[src/rtl/rf_write_scheduler_if.sv]
// Bundle of the issue, write-back, long-latency result and register-file
// write-port signals shared between the pipeline and the write scheduler.
interface rf_write_scheduler_if;
  // Issue request from ID
  logic        i_issue_valid;
  logic [4:0]  i_issue_rs;
  logic [4:0]  i_issue_rt;
  logic [4:0]  i_issue_rd;
  logic        i_issue_use_rs;
  logic        i_issue_use_rt;
  logic        i_issue_wr;
  logic        i_issue_long;
  logic        o_stall;

  // Pipeline write-back request
  logic        i_wb_we;
  logic [4:0]  i_wb_reg;
  logic [31:0] i_wb_data;
  logic        o_pipe_hold;

  // Long-latency unit result handshake
  logic        i_mdu_valid;
  logic [4:0]  i_mdu_reg;
  logic [31:0] i_mdu_data;
  logic        o_mdu_ready;

  // Registered register-file write port
  logic        o_RegWrite;
  logic [4:0]  o_Write_reg;
  logic [31:0] o_Write_data;

  // Pipeline side: drives requests, observes stall/hold/ready and the write port
  modport master (
    output i_issue_valid, i_issue_rs, i_issue_rt, i_issue_rd,
    output i_issue_use_rs, i_issue_use_rt, i_issue_wr, i_issue_long,
    output i_wb_we, i_wb_reg, i_wb_data,
    output i_mdu_valid, i_mdu_reg, i_mdu_data,
    input  o_stall, o_pipe_hold, o_mdu_ready,
    input  o_RegWrite, o_Write_reg, o_Write_data
  );

  // Scheduler side
  modport slave (
    input  i_issue_valid, i_issue_rs, i_issue_rt, i_issue_rd,
    input  i_issue_use_rs, i_issue_use_rt, i_issue_wr, i_issue_long,
    input  i_wb_we, i_wb_reg, i_wb_data,
    input  i_mdu_valid, i_mdu_reg, i_mdu_data,
    output o_stall, o_pipe_hold, o_mdu_ready,
    output o_RegWrite, o_Write_reg, o_Write_data
  );
endinterface

[src/rtl/rf_write_scheduler.sv]
// Register-file write scheduler: busy scoreboard for long-latency destinations,
// a small result FIFO for long-latency results, and a single write port shared
// between pipeline write-back and buffered results with starvation protection.
module rf_write_scheduler #(
  parameter int BUF_DEPTH    = 2,
  parameter int STARVE_LIMIT = 4
) (
  input  logic                i_clk,
  input  logic                i_rst_n,
  rf_write_scheduler_if.slave bus
);

  localparam int PTR_W = (BUF_DEPTH > 1) ? $clog2(BUF_DEPTH) : 1;
  localparam int CNT_W = $clog2(BUF_DEPTH + 1);
  localparam int STV_W = $clog2(STARVE_LIMIT + 1);

  // Scoreboard
  logic [31:0]       busy_reg;
  logic [31:0]       busy_next;
  logic [31:0]       set_mask;
  logic [31:0]       clr_mask;

  // Result FIFO (head is read combinationally; the write port is the register stage)
  logic [4:0]        fifo_reg_mem  [BUF_DEPTH];
  logic [31:0]       fifo_data_mem [BUF_DEPTH];
  logic [PTR_W-1:0]  wr_ptr_reg;
  logic [PTR_W-1:0]  rd_ptr_reg;
  logic [CNT_W-1:0]  count_reg;
  logic [4:0]        head_reg;
  logic [31:0]       head_data;

  // Arbitration
  logic [STV_W-1:0]  starve_reg;
  logic [STV_W-1:0]  starve_next;
  logic              fifo_empty;
  logic              fifo_full;
  logic              starving;
  logic              push;
  logic              pop;
  logic              sel_wb;
  logic              issue_long_accept;

  // Write port registers
  logic              regwrite_reg;
  logic [4:0]        write_reg_reg;
  logic [31:0]       write_data_reg;

  function automatic logic [PTR_W-1:0] ptr_inc(input logic [PTR_W-1:0] p);
    return (p == PTR_W'(BUF_DEPTH - 1)) ? '0 : p + 1'b1;
  endfunction

  assign fifo_empty = (count_reg == '0);
  assign fifo_full  = (count_reg == CNT_W'(BUF_DEPTH));
  assign head_reg   = fifo_reg_mem[rd_ptr_reg];
  assign head_data  = fifo_data_mem[rd_ptr_reg];

  // No bypass: a full FIFO refuses a result even when it pops this cycle
  assign bus.o_mdu_ready = !fifo_full;
  assign push            = bus.i_mdu_valid && !fifo_full;

  // Buffered result wins when WB is idle or it has waited STARVE_LIMIT cycles
  assign starving        = (starve_reg == STV_W'(STARVE_LIMIT)) && !fifo_empty;
  assign pop             = !fifo_empty && (starving || !bus.i_wb_we);
  assign sel_wb          = bus.i_wb_we && !pop;
  assign bus.o_pipe_hold = starving && bus.i_wb_we;

  assign bus.o_stall = bus.i_issue_valid && (
                         (bus.i_issue_use_rs && busy_reg[bus.i_issue_rs]) ||
                         (bus.i_issue_use_rt && busy_reg[bus.i_issue_rt]) ||
                         (bus.i_issue_wr     && busy_reg[bus.i_issue_rd]) ||
                         (bus.i_issue_long   && fifo_full));

  assign issue_long_accept = bus.i_issue_valid && !bus.o_stall &&
                             bus.i_issue_long && bus.i_issue_wr;

  // Register 0 never gets a scoreboard bit
  assign set_mask[0] = 1'b0;
  assign clr_mask[0] = 1'b0;

  genvar gi;
  generate
    for (gi = 1; gi < 32; gi++) begin : g_busy_dec
      assign set_mask[gi] = issue_long_accept && (bus.i_issue_rd == 5'(gi));
      assign clr_mask[gi] = pop && (head_reg == 5'(gi));
    end
  endgenerate

  // Clear on commit of a buffered result, set on long issue; set wins on a tie
  always_comb begin
    busy_next = (busy_reg & ~clr_mask) | set_mask;
  end

  // Starvation counter: counts WB wins while a result waits, saturating
  always_comb begin
    starve_next = starve_reg;
    if (fifo_empty || pop) begin
      starve_next = '0;
    end else if (sel_wb && (starve_reg != STV_W'(STARVE_LIMIT))) begin
      starve_next = starve_reg + 1'b1;
    end
  end

  // FIFO storage: write-only array, no reset needed since occupancy gates reads
  always_ff @(posedge i_clk) begin
    if (push) begin
      fifo_reg_mem[wr_ptr_reg]  <= bus.i_mdu_reg;
      fifo_data_mem[wr_ptr_reg] <= bus.i_mdu_data;
    end
  end

  // FIFO pointers, occupancy, scoreboard and starvation state
  always_ff @(posedge i_clk or negedge i_rst_n) begin
    if (!i_rst_n) begin
      wr_ptr_reg <= '0;
      rd_ptr_reg <= '0;
      count_reg  <= '0;
      busy_reg   <= '0;
      starve_reg <= '0;
    end else begin
      if (push) wr_ptr_reg <= ptr_inc(wr_ptr_reg);
      if (pop)  rd_ptr_reg <= ptr_inc(rd_ptr_reg);
      case ({push, pop})
        2'b10:   count_reg <= count_reg + 1'b1;
        2'b01:   count_reg <= count_reg - 1'b1;
        default: count_reg <= count_reg;
      endcase
      busy_reg   <= busy_next;
      starve_reg <= starve_next;
    end
  end

  // Write port: register the selected request, hold reg/data when idle
  always_ff @(posedge i_clk or negedge i_rst_n) begin
    if (!i_rst_n) begin
      regwrite_reg   <= 1'b0;
      write_reg_reg  <= '0;
      write_data_reg <= '0;
    end else if (pop) begin
      regwrite_reg   <= 1'b1;
      write_reg_reg  <= head_reg;
      write_data_reg <= head_data;
    end else if (sel_wb) begin
      regwrite_reg   <= 1'b1;
      write_reg_reg  <= bus.i_wb_reg;
      write_data_reg <= bus.i_wb_data;
    end else begin
      regwrite_reg   <= 1'b0;
    end
  end

  assign bus.o_RegWrite   = regwrite_reg;
  assign bus.o_Write_reg  = write_reg_reg;
  assign bus.o_Write_data = write_data_reg;

endmodule

[src/flat_wrapper.sv]
// flat-port wrapper written by rule: the top's interface ports become plain ports
module rf_write_scheduler_flat 
#(
  parameter int BUF_DEPTH    = 2,
  parameter int STARVE_LIMIT = 4
)
  (i_clk, i_rst_n, bus_i_issue_valid, bus_i_issue_rs, bus_i_issue_rt, bus_i_issue_rd, bus_i_issue_use_rs, bus_i_issue_use_rt, bus_i_issue_wr, bus_i_issue_long, bus_i_wb_we, bus_i_wb_reg, bus_i_wb_data, bus_i_mdu_valid, bus_i_mdu_reg, bus_i_mdu_data, bus_o_stall, bus_o_pipe_hold, bus_o_mdu_ready, bus_o_RegWrite, bus_o_Write_reg, bus_o_Write_data);
  rf_write_scheduler_if bus_i ();
  input  logic i_clk;
  input  logic i_rst_n;
  input wire logic [$bits(bus_i.i_issue_valid)-1:0] bus_i_issue_valid;
  input wire logic [$bits(bus_i.i_issue_rs)-1:0] bus_i_issue_rs;
  input wire logic [$bits(bus_i.i_issue_rt)-1:0] bus_i_issue_rt;
  input wire logic [$bits(bus_i.i_issue_rd)-1:0] bus_i_issue_rd;
  input wire logic [$bits(bus_i.i_issue_use_rs)-1:0] bus_i_issue_use_rs;
  input wire logic [$bits(bus_i.i_issue_use_rt)-1:0] bus_i_issue_use_rt;
  input wire logic [$bits(bus_i.i_issue_wr)-1:0] bus_i_issue_wr;
  input wire logic [$bits(bus_i.i_issue_long)-1:0] bus_i_issue_long;
  input wire logic [$bits(bus_i.i_wb_we)-1:0] bus_i_wb_we;
  input wire logic [$bits(bus_i.i_wb_reg)-1:0] bus_i_wb_reg;
  input wire logic [$bits(bus_i.i_wb_data)-1:0] bus_i_wb_data;
  input wire logic [$bits(bus_i.i_mdu_valid)-1:0] bus_i_mdu_valid;
  input wire logic [$bits(bus_i.i_mdu_reg)-1:0] bus_i_mdu_reg;
  input wire logic [$bits(bus_i.i_mdu_data)-1:0] bus_i_mdu_data;
  output wire logic [$bits(bus_i.o_stall)-1:0] bus_o_stall;
  output wire logic [$bits(bus_i.o_pipe_hold)-1:0] bus_o_pipe_hold;
  output wire logic [$bits(bus_i.o_mdu_ready)-1:0] bus_o_mdu_ready;
  output wire logic [$bits(bus_i.o_RegWrite)-1:0] bus_o_RegWrite;
  output wire logic [$bits(bus_i.o_Write_reg)-1:0] bus_o_Write_reg;
  output wire logic [$bits(bus_i.o_Write_data)-1:0] bus_o_Write_data;
  assign bus_i.i_issue_valid = bus_i_issue_valid;
  assign bus_i.i_issue_rs = bus_i_issue_rs;
  assign bus_i.i_issue_rt = bus_i_issue_rt;
  assign bus_i.i_issue_rd = bus_i_issue_rd;
  assign bus_i.i_issue_use_rs = bus_i_issue_use_rs;
  assign bus_i.i_issue_use_rt = bus_i_issue_use_rt;
  assign bus_i.i_issue_wr = bus_i_issue_wr;
  assign bus_i.i_issue_long = bus_i_issue_long;
  assign bus_i.i_wb_we = bus_i_wb_we;
  assign bus_i.i_wb_reg = bus_i_wb_reg;
  assign bus_i.i_wb_data = bus_i_wb_data;
  assign bus_i.i_mdu_valid = bus_i_mdu_valid;
  assign bus_i.i_mdu_reg = bus_i_mdu_reg;
  assign bus_i.i_mdu_data = bus_i_mdu_data;
  assign bus_o_stall = bus_i.o_stall;
  assign bus_o_pipe_hold = bus_i.o_pipe_hold;
  assign bus_o_mdu_ready = bus_i.o_mdu_ready;
  assign bus_o_RegWrite = bus_i.o_RegWrite;
  assign bus_o_Write_reg = bus_i.o_Write_reg;
  assign bus_o_Write_data = bus_i.o_Write_data;
  rf_write_scheduler #(.BUF_DEPTH(BUF_DEPTH), .STARVE_LIMIT(STARVE_LIMIT)) u_core (.i_clk(i_clk), .i_rst_n(i_rst_n), .bus(bus_i));
endmodule
[config.mk]
export PLATFORM = sky130hd
export DESIGN_NAME = rf_write_scheduler_flat
export DESIGN_NICKNAME = d
export VERILOG_FILES = /design/src/rtl/rf_write_scheduler_if.sv /design/src/rtl/rf_write_scheduler.sv /design/src/flat_wrapper.sv
export SDC_FILE = /design/constraint.sdc
export NUM_CORES = 1
export LEC_CHECK = 0
export CORE_MARGIN = 2
export CORE_UTILIZATION = 52
export CTS_CLUSTER_DIAMETER = 150
export DETAILED_ROUTE_END_ITERATION = 10
export GPL_TIMING_DRIVEN = 0
export HOLD_SLACK_MARGIN = 0.08
export PLACE_DENSITY = 0.89
export REMOVE_ABC_BUFFERS = 1
export SETUP_SLACK_MARGIN = 0.5
export SLEW_MARGIN = 20
export SYNTH_ARGS = -nofsm -noshare
export SYNTH_HDL_FRONTEND = slang
export SYNTH_SLANG_ARGS = --single-unit
[constraint.sdc]
create_clock -name i_clk -period 3.25 [get_ports i_clk]
set_input_delay 0.65 -clock i_clk [delete_from_list [all_inputs] [get_ports i_clk]]
set_output_delay 0.65 -clock i_clk [all_outputs]
set_load 0.05 [all_outputs]
Word level (Yosys, flattened, before mapping)
Memory sizes are Yosys's and may differ from the RTL's.
Index checks and enable logic that the tools add are counted.
Storage, ports and cells
  memory bits (writable): 74
  input port bits: 98
  output and inout bits: 41
  memories kept: 2
  flip-flop bits (word level): 77
Memories
  u_core.fifo_data_mem: depth 2, width 32, read ports 1, clocked after memory_dff 0, wr ports 1, line rf_write_scheduler.sv:25  | logic [31:0] fifo_data_mem [BUF_DEPTH];
  u_core.fifo_reg_mem: depth 2, width 5, read ports 1, clocked after memory_dff 0, wr ports 1, line rf_write_scheduler.sv:24  | logic [4:0] fifo_reg_mem [BUF_DEPTH];
Operators by class
  bitwise logic cells: 3
  eq/ne operators: 67
  reduce and logical (&&, ||, !) cells: 90
  $add $sub $neg: 5
  mux-type cells: 19
  order comparisons: 3
Operator list (number)
  $eq 5x5->1 const B: 32
  $eq 5x4->1 const B: 16
  $logic_and 1x1->1: 76
  $mux 32: 2
  $eq 5x3->1 const B: 8
  $and 32x32->32: 1
  $not 32->32: 1
  $or 32x32->32: 1
  $eq 5x2->1 const B: 4
  $lt 5x6->1 const B: 3
  $bmux 1 s5: 3
  $eq 5x1->1 const B: 2
  $mux 5: 2
  $mux 1: 9
  $mux 3: 2
  $reduce_bool 2->1: 3
  $logic_not 1->1: 5
  $logic_or 1x1->1: 5
  $eq 2x2->1 const B: 2
  $pmux 2 s2: 1
  $add 3x1->3 const B: 1
  $eq 3x3->1 const B: 1
  $ne 3x3->1 const B: 1
  $add 1x1->1 const B: 2
  other kinds (4): 4

Longest topological paths before layout
Gate-level depths: netlist (run 1).
  depth in word-level cells: 13
  mapped depth: 10
  gate-level depth less buffers: 9

Worst setup path after synthesis (run 1)
OpenSTA, ideal clock, no wires.
  kind: register to register
  start: register u_core.count_reg[0]
  end: memory u_core.fifo_data_mem[0][0] (enable)
  setup time: 431 ps
  buffers on the path: 1
  data required time: 2819 ps
  period minus slack after synthesis: 3262 ps
  data arrival time: 2830 ps
  cell stages (with the launch flop): 5
  path slack: -12 ps
  path through: dfrtp_1 clkbuf_1 nand2b_1 nand2_1 nor2_1
On the way
  word-level cells in the longest chain between the ends: 5
Ends and longest elaborated chain
  start: declaration: line rf_write_scheduler.sv:28  | logic [CNT_W-1:0] count_reg;
  start signal: assignment: line rf_write_scheduler.sv:123  | 2'b10: count_reg <= count_reg + 1'b1;
  start signal: assignment: line rf_write_scheduler.sv:124  | 2'b01: count_reg <= count_reg - 1'b1;
  start signal: assignment: line rf_write_scheduler.sv:125  | default: count_reg <= count_reg;
  $eq 2x2->1: line rf_write_scheduler.sv:53  | assign fifo_full = (count_reg == CNT_W'(BUF_DEPTH));
  $logic_not 1->1
  net bus_o_mdu_ready: line flat_wrapper.sv:27  | output wire logic [$bits(bus_i.o_mdu_ready)-1:0] bus_o_mdu_ready;
  $logic_and 1x1->1: line rf_write_scheduler.sv:59  | assign push = bus.i_mdu_valid && !fifo_full;
  $mux 1: line rf_write_scheduler.sv:105  | if (push) begin
  $mux 1 (not written as such): line rf_write_scheduler.sv:107  | fifo_data_mem[wr_ptr_reg] <= bus.i_mdu_data;
  end: declaration: line rf_write_scheduler.sv:25
The timed path passes the listed nets, and every way through them passes these cells.

Worst setup path in the final report (run 1)
  start: register u_core.busy_reg[9]
  end: output bus_o_stall
On the way
  word-level cells in the longest chain between the ends: 7
Ends and longest elaborated chain
  start: declaration: line rf_write_scheduler.sv:18  | logic [31:0] busy_reg;
  start signal: assignment: line rf_write_scheduler.sv:127  | busy_reg <= busy_next;
  $bmux 1 s5, on equally long branches: line rf_write_scheduler.sv:68, rf_write_scheduler.sv:69
  $mux 1, on equally long branches: line rf_write_scheduler.sv:68, rf_write_scheduler.sv:69
  $logic_and 1x1->1, on equally long branches: line rf_write_scheduler.sv:68, rf_write_scheduler.sv:69
  $logic_or 1x1->1: line rf_write_scheduler.sv:68  | (bus.i_issue_use_rs && busy_reg[bus.i_issue_rs]) ||
  $logic_or 1x1->1 (*): line rf_write_scheduler.sv:69  | (bus.i_issue_use_rt && busy_reg[bus.i_issue_rt]) ||
  $logic_or 1x1->1 (*): line rf_write_scheduler.sv:70  | (bus.i_issue_wr && busy_reg[bus.i_issue_rd]) ||
  $logic_and 1x1->1 (*): line rf_write_scheduler.sv:67  | assign bus.o_stall = bus.i_issue_valid && (
  end: declaration: line flat_wrapper.sv:25  | output wire logic [$bits(bus_i.o_stall)-1:0] bus_o_stall;
Mark *: on every way between the ends. The rest lies on a longest branch, timed or not. The select of a mux whose other input is x is not followed.

==> results.toml, run 1 <==
[status]
status = "finished clean"

[routing]
vias = 5460
wl_mm = 18.61
drt_pre_antenna_iters = 10
viasPerCell = 5.974
wl_per_cell_um = 20.37
drtIter0Drc = 527
ant_nets = 0
drc = 0

[setup_path]
cp.required_ns = 2.60
start_kind = "flop"
path_max_fanout = 4
arrival_ns = 2.46
end_kind = "output pin"
path_class = "reg -> out"

[sta]
max_freq_ghz = 0.3216
period_share_pct = 95.66
timing.final.ws_setup_ns = 0.1410
slew_headroom_pct = 50.73
setup_viol = 0
worst_slew_pin_slew_ns = 0.7355
rsz0062_at_grt = "true"
slew_violations = 0
fin_worst_skew_ns = 0.01259
tns_ns = 0
period_needed_ns = 3.109
hold_viol = 0

[finish]
nets = 826
layout_common_cells = "clkdlybuf4s50_1, o21ai_0, dfrtp_1"
n_antenna_cell = 0
largest_reg_flops = 64
drive_above_1_share_pct = 17.34
syn2layout_area_growth_pct = 32.62
fin_cells = 914
final_cell_area_um2 = 9473
layout_commonest_cell = "clkdlybuf4s50_1"

[placement]
place.gp.congestion = 0.8881
dp_cells = 866
post-place-ws_ns = -1.781
portBuffers = 138
placed_area_um2 = 8705
dp_hpwl_mm = 12.36

[power]
fin_total_pwr_mw = 8.312
p_sw_mw = 3.211
p_clk_share_pct = 25.0
internal-power_mw = 5.100
p_comb_share_pct = 38.3
p_leak_nw = 3.715
p_per_area_nw_per_um2 = 877.4
switching_share_pct = 38.64
p_seq_share_pct = 36.7
peakVddDrop_mv = 0.6389

[grt]
antenna_found_initial = 0
grt_max_degree = 72
grt_pass1_wl_mm = 29.85
grt_pass1_vias = 5707
grt_overflow = 0
grt_usage_pct = 26.51

[floorplanning]
rows = 42
top_level_ports = 139
core-area_um2 = 13350
die-width_um = 121.2
start_util_pct = 53.52
die-area_um2 = 14690
die_h_um = 121.2

[synth]
ys_seq_area_share_pct = 57.73
synth_area_per_cell_um2 = 12.25
ys.flop_type = "dfrtp_1"
ys_ff_latch = 150
synth_enable_flop_cells = 74
synth_top_area_cell = "edfxtp_1"
synth_top_area_share_pct = 31.11
ys_async_sr_fraction_pct = 50.67
syn_area_um2 = 7143
synth_cells = 583
yosysWarnings = 0
synth.area.top_cells = "edfxtp_1, dfrtp_1, mux2i_1, o21ai_0, mux4_2"
synth_cell_types = 51

[clock_network]
clock_path_buffers = 2
cts_tree = "yes"
htree_levels = 4
cts_sinks = 150
clock-root-buffer = "clkbuf_16"
clk_transition_reported_paths_ns = 0.06
worstSkewPairLatency_ns = 0.42
cts_buffers = 17

[worst_hold_path]
hp-class = "in -> async"

[run]
max-cap-violations = 0
critical path: stages (launching register included):
cell and delay (ns):
dfrtp_1 0.45, mux4_2 0.47, mux4_2 0.47, nand2b_4 0.16, nand4_4 0.07, o211ai_4 0.08
o21a_1 0.19, buf_6 0.15
cell type report:
class | instances | area, µm²
Clock buffer | 18 | 429.2
Clock inverter | 14 | 200.2
Fill cell | 891 | 3875
Inverter | 11 | 41.29
Multi-Input combinational cell | 384 | 2861
Sequential cell | 150 | 4128
Tap cell | 176 | 220.2
Timing Repair Buffer | 161 | 1593
logic make-up after synthesis:
kind of cell    after synthesis  share of synthesized area, %
buf+inv                      50                         3.030
compound gates              151                         15.05
fa+ha+maj                     3                        0.5255
flops                       150                         57.73
mux                          68                         12.89
xor+xnor                      5                        0.6130
simple gates                156                         10.16
final timing paths:
path | from | to | slack [ns] | cells after the start
min in group i_clk | u_core.starve_reg[0] | u_core.starve_reg[0] | 0.47 | 1
min reg2reg | u_core.starve_reg[0] | u_core.starve_reg[0] | 0.47 | 1
max in group asynchronous | i_rst_n | u_core.bus.o_Write_reg[1] | 2.41 | 2
max reg2reg | u_core.busy_reg[10] | u_core.busy_reg[31] | 0.70 | 8
min | i_rst_n | u_core.busy_reg[11] | 0.24 | 1
max | u_core.busy_reg[9] | bus_o_stall | 0.14 | 7
what timing repair did:
action                     CTS  global route
setup buffers               12             3
gates resized for setup     66             7
setup endpoints to repair   33             3
pin swaps                    7             3
gates cloned                 1             0
hold buffers                 0             0
synth_stat cells, types with 2 or more instances:
cell type / instances
a211oi_1: 2
a21oi_1: 33
a221o_1: 4
a221oi_1: 2
a311oi_1: 2
buf_1: 3
buf_2: 5
buf_6: 3
clkbuf_1: 28
dfrtp_1: 76
edfxtp_1: 74
ha_1: 3
inv_1: 11
mux2_2: 10
mux2i_1: 41
mux4_1: 4
mux4_2: 13
nand2_1: 51
nand2b_1: 12
nand3_1: 8
nand3b_1: 2
nand4_1: 3
nor2_1: 54
nor2b_1: 6
nor3_1: 6
o21ai_0: 76
o22ai_1: 2
o41ai_1: 2
o41ai_2: 16
or2_2: 3
or3_1: 5
xnor2_1: 4
power by group through the flow:
stage	sequential, mW	combinational (mW)	clock [mW]
2_1_floorplan	3.78	1.19	0
3_3_place_gp	3.03	2.97	0
3_5_place_dp	3.05	3.09	0
4_1_cts	3.04	3.19	2.10
5_1_grt	3.11	3.38	2.19
6_report	3.05	3.18	2.08
per-layer routing:
metal | vias to the layer above | GRT usage [%] | part of all wire, %
li1 | 2449 | - | -
met1 | 2694 | 33.35 | 39
met2 | 274 | 43.64 | 50
met3 | 43 | 7.613 | 8.9
met4 | 0 | 10.13 | 2.3
met5 | - | 0 | 0
through the flow:
step | utilization [%] | hold slack, ns
final | 70.97 | 0.2415
after CTS | 70.81 | 0.2528
after detailed placement | 65.21 | 0.4649
after floorplan | - | 0.3544
after global routing | 70.97 | 0.2809
after global placement | 64.20 | 0.4492
Note: power is estimated with default switching activity, not from simulation.
==> run 2: changes to the inputs <==
--- a/config.mk
+++ b/config.mk
@@ -14,5 +14,5 @@
 export PLACE_DENSITY = 0.89
 export REMOVE_ABC_BUFFERS = 1
-export SETUP_SLACK_MARGIN = 0.5
+export SETUP_SLACK_MARGIN = 0.2
 export SLEW_MARGIN = 20
 export SYNTH_ARGS = -nofsm -noshare
==> constraint.sdc (replaced) <==
create_clock -name i_clk -period 3.25 [get_ports i_clk]
set_input_delay 0.65 -clock i_clk [delete_from_list [all_inputs] [get_ports i_clk]]
set_output_delay 0.65 -clock i_clk [all_outputs]
set_load 0.1 [all_outputs]
==> run 2 against run 1 <==
  * Clock power is essentially flat
  * Total power up 11%
  * Global-route usage fell by 0.20 points
  * Cell count is 0.55% lower
  * Register-to-register slack lost 0.32 ns
  * Non-clock buffer count shrank 5
  * Flip-flop and latch count is the same
  * Clock-buffer cell count did not move
  * Critical path depth unchanged
==> results.toml, run 2 (synthesized netlist as in run 1, its figures left out) <==
[setup_path]
cp-startpoint = "u_core.busy_reg[30]"
arrival_ns = 2.52
start_kind = "flop"
path_class = "reg -> out"
cp_common_cell = "mux4_2"
rr_startpoint = "u_core.busy_reg[11]"
cp.required_ns = 2.60
r2r_end = "u_core.busy_reg[1]"
ff2ff_setup_slack_ns = 0.38
path_max_fanout = 4
end_kind = "output pin"
r2r_cells = 8
path_cells = "mux4_2, mux4_2, nand2b_4, nand4_4, o211ai_4, o21a_1, buf_12"
critical-path-max-stage-delay_ns = 0.52
slowest_stage = "mux4_2"
crit_end = "bus_o_stall"

[finish]
syn2layout_area_growth_pct = 32.05
final_cell_area_um2 = 9433
layout_commonest_cell = "clkdlybuf4s50_1"
nets = 821
drive_above_1_share_pct = 16.78
layout_common_cells = "clkdlybuf4s50_1, o21ai_0, dfrtp_1"
n_antenna_cell = 0
largest_reg_flops = 64

[sta]
slew_headroom_pct = 22.72
timing.final.ws_setup_ns = 0.08036
period_needed_ns = 3.170
fin_worst_skew_ns = 0.01279
max_freq_ghz = 0.3155
hold_viol = 0
slew_violations = 0
worst_slew_pin_slew_ns = 1.156
period_share_pct = 97.53
tns_ns = 0
rsz0062_at_grt = "true"
setup_viol = 0

[clock_network]
ctsHoldBuffers = 0
worstSkewPairLatency_ns = 0.42
cts_sinks = 150
cts_buffers = 17
clock_path_buffers = 2
clock-root-buffer = "clkbuf_16"
cts_tree = "yes"
clk_transition_reported_paths_ns = 0.06
htree_levels = 4

[power]
peakVddDrop_mv = 0.8396
p_per_area_nw_per_um2 = 979.6
p_leak_nw = 3.703

[floorplanning]
start_util_pct = 53.52
core-area_um2 = 13350
die-area_um2 = 14690
top_level_ports = 139
rows = 42
die_h_um = 121.2
die-width_um = 121.2

[routing]
drc = 0
vias = 5470
drtIter0Drc = 463
ant_nets = 0
viasPerCell = 6.018
drt_pre_antenna_iters = 5
wl_mm = 18.68
wl_per_cell_um = 20.55

[placement]
placed_area_um2 = 8705
post-place-ws_ns = -2.113
dp_hpwl_mm = 12.36
portBuffers = 138
place.gp.congestion = 0.8881

[grt]
grt_max_degree = 72
grt_usage_pct = 26.31
grt_overflow = 0
antenna_found_initial = 0
grt_pass1_vias = 5668
grt_pass1_wl_mm = 29.63

[status]
status = "finished clean"

[worst_hold_path]
hp-class = "in -> async"

[run]
max-cap-violations = 0
==> run 2: area by class of cell <==
| type | count | area, µm² |
|---|---|---|
| clock buffer | 18 | 429.2 |
| clock inverter | 14 | 200.2 |
| fill | 898 | 3915 |
| inverter | 11 | 41.29 |
| multi-input combinational | 384 | 2861 |
| sequential | 150 | 4128 |
| tap | 176 | 220.2 |
| timing repair buffer | 156 | 1553 |
==> run 2: worst min path at each step <==
stage | start | end | slack (ns)
final | i_rst_n | u_core.busy_reg[11] | 0.24
after global routing | i_rst_n | u_core.busy_reg[11] | 0.28
after CTS | i_rst_n | u_core.busy_reg[14] | 0.25
after detailed placement | u_core.starve_reg[0] | u_core.starve_reg[0] | 0.46
after global placement | u_core.starve_reg[0] | u_core.starve_reg[0] | 0.45
after floorplan | i_rst_n | u_core.bus.o_RegWrite | 0.35
==> run 2: through the flow <==
stage / hold WS [ns] / util (%) / std cells / power (mW)
after floorplan: 0.3544 / - / 544 / 5.895
after global placement: 0.4492 / 64.20 / 858 / 6.944
after detailed placement: 0.4649 / 65.21 / 866 / 7.091
after CTS: 0.2528 / 70.31 / 901 / 9.228
after global routing: 0.2809 / 70.67 / 909 / 9.602
final: 0.2415 / 70.67 / 909 / 9.240
==> run 2: metal layers <==
| layer | vias to the layer above | GRT usage (%) | part of all wire, % |
|---|---|---|---|
| li1 | 2442 | - | - |
| met1 | 2668 | 32.49 | 38 |
| met2 | 327 | 44.03 | 50 |
| met3 | 33 | 7.707 | 9.6 |
| met4 | 0 | 9.698 | 2.0 |
| met5 | - | 0 | 0 |
==> run 2: timing repair <==
action                                  CTS  global route
pin swaps                                 2             5
setup buffers                             2             8
gates cloned                              1             0
gates resized for setup                  54            23
endpoints found under the setup margin   34             6
==> run 2: power by group <==
part           internal [mW]  switching [mW]
clock                   1.29           0.788
combinational           1.19            2.91
sequential              2.60           0.456
==> run 2: worst max-delay path: cells and delay by family (launching register included) <==
family / cells / cell delay [ns]
DFF: 1 / 0.41
and+or+nand+nor: 2 / 0.23
muxes: 2 / 0.99
buffers and inverters: 1 / 0.18
AOI/OAI and AO/OA: 2 / 0.30
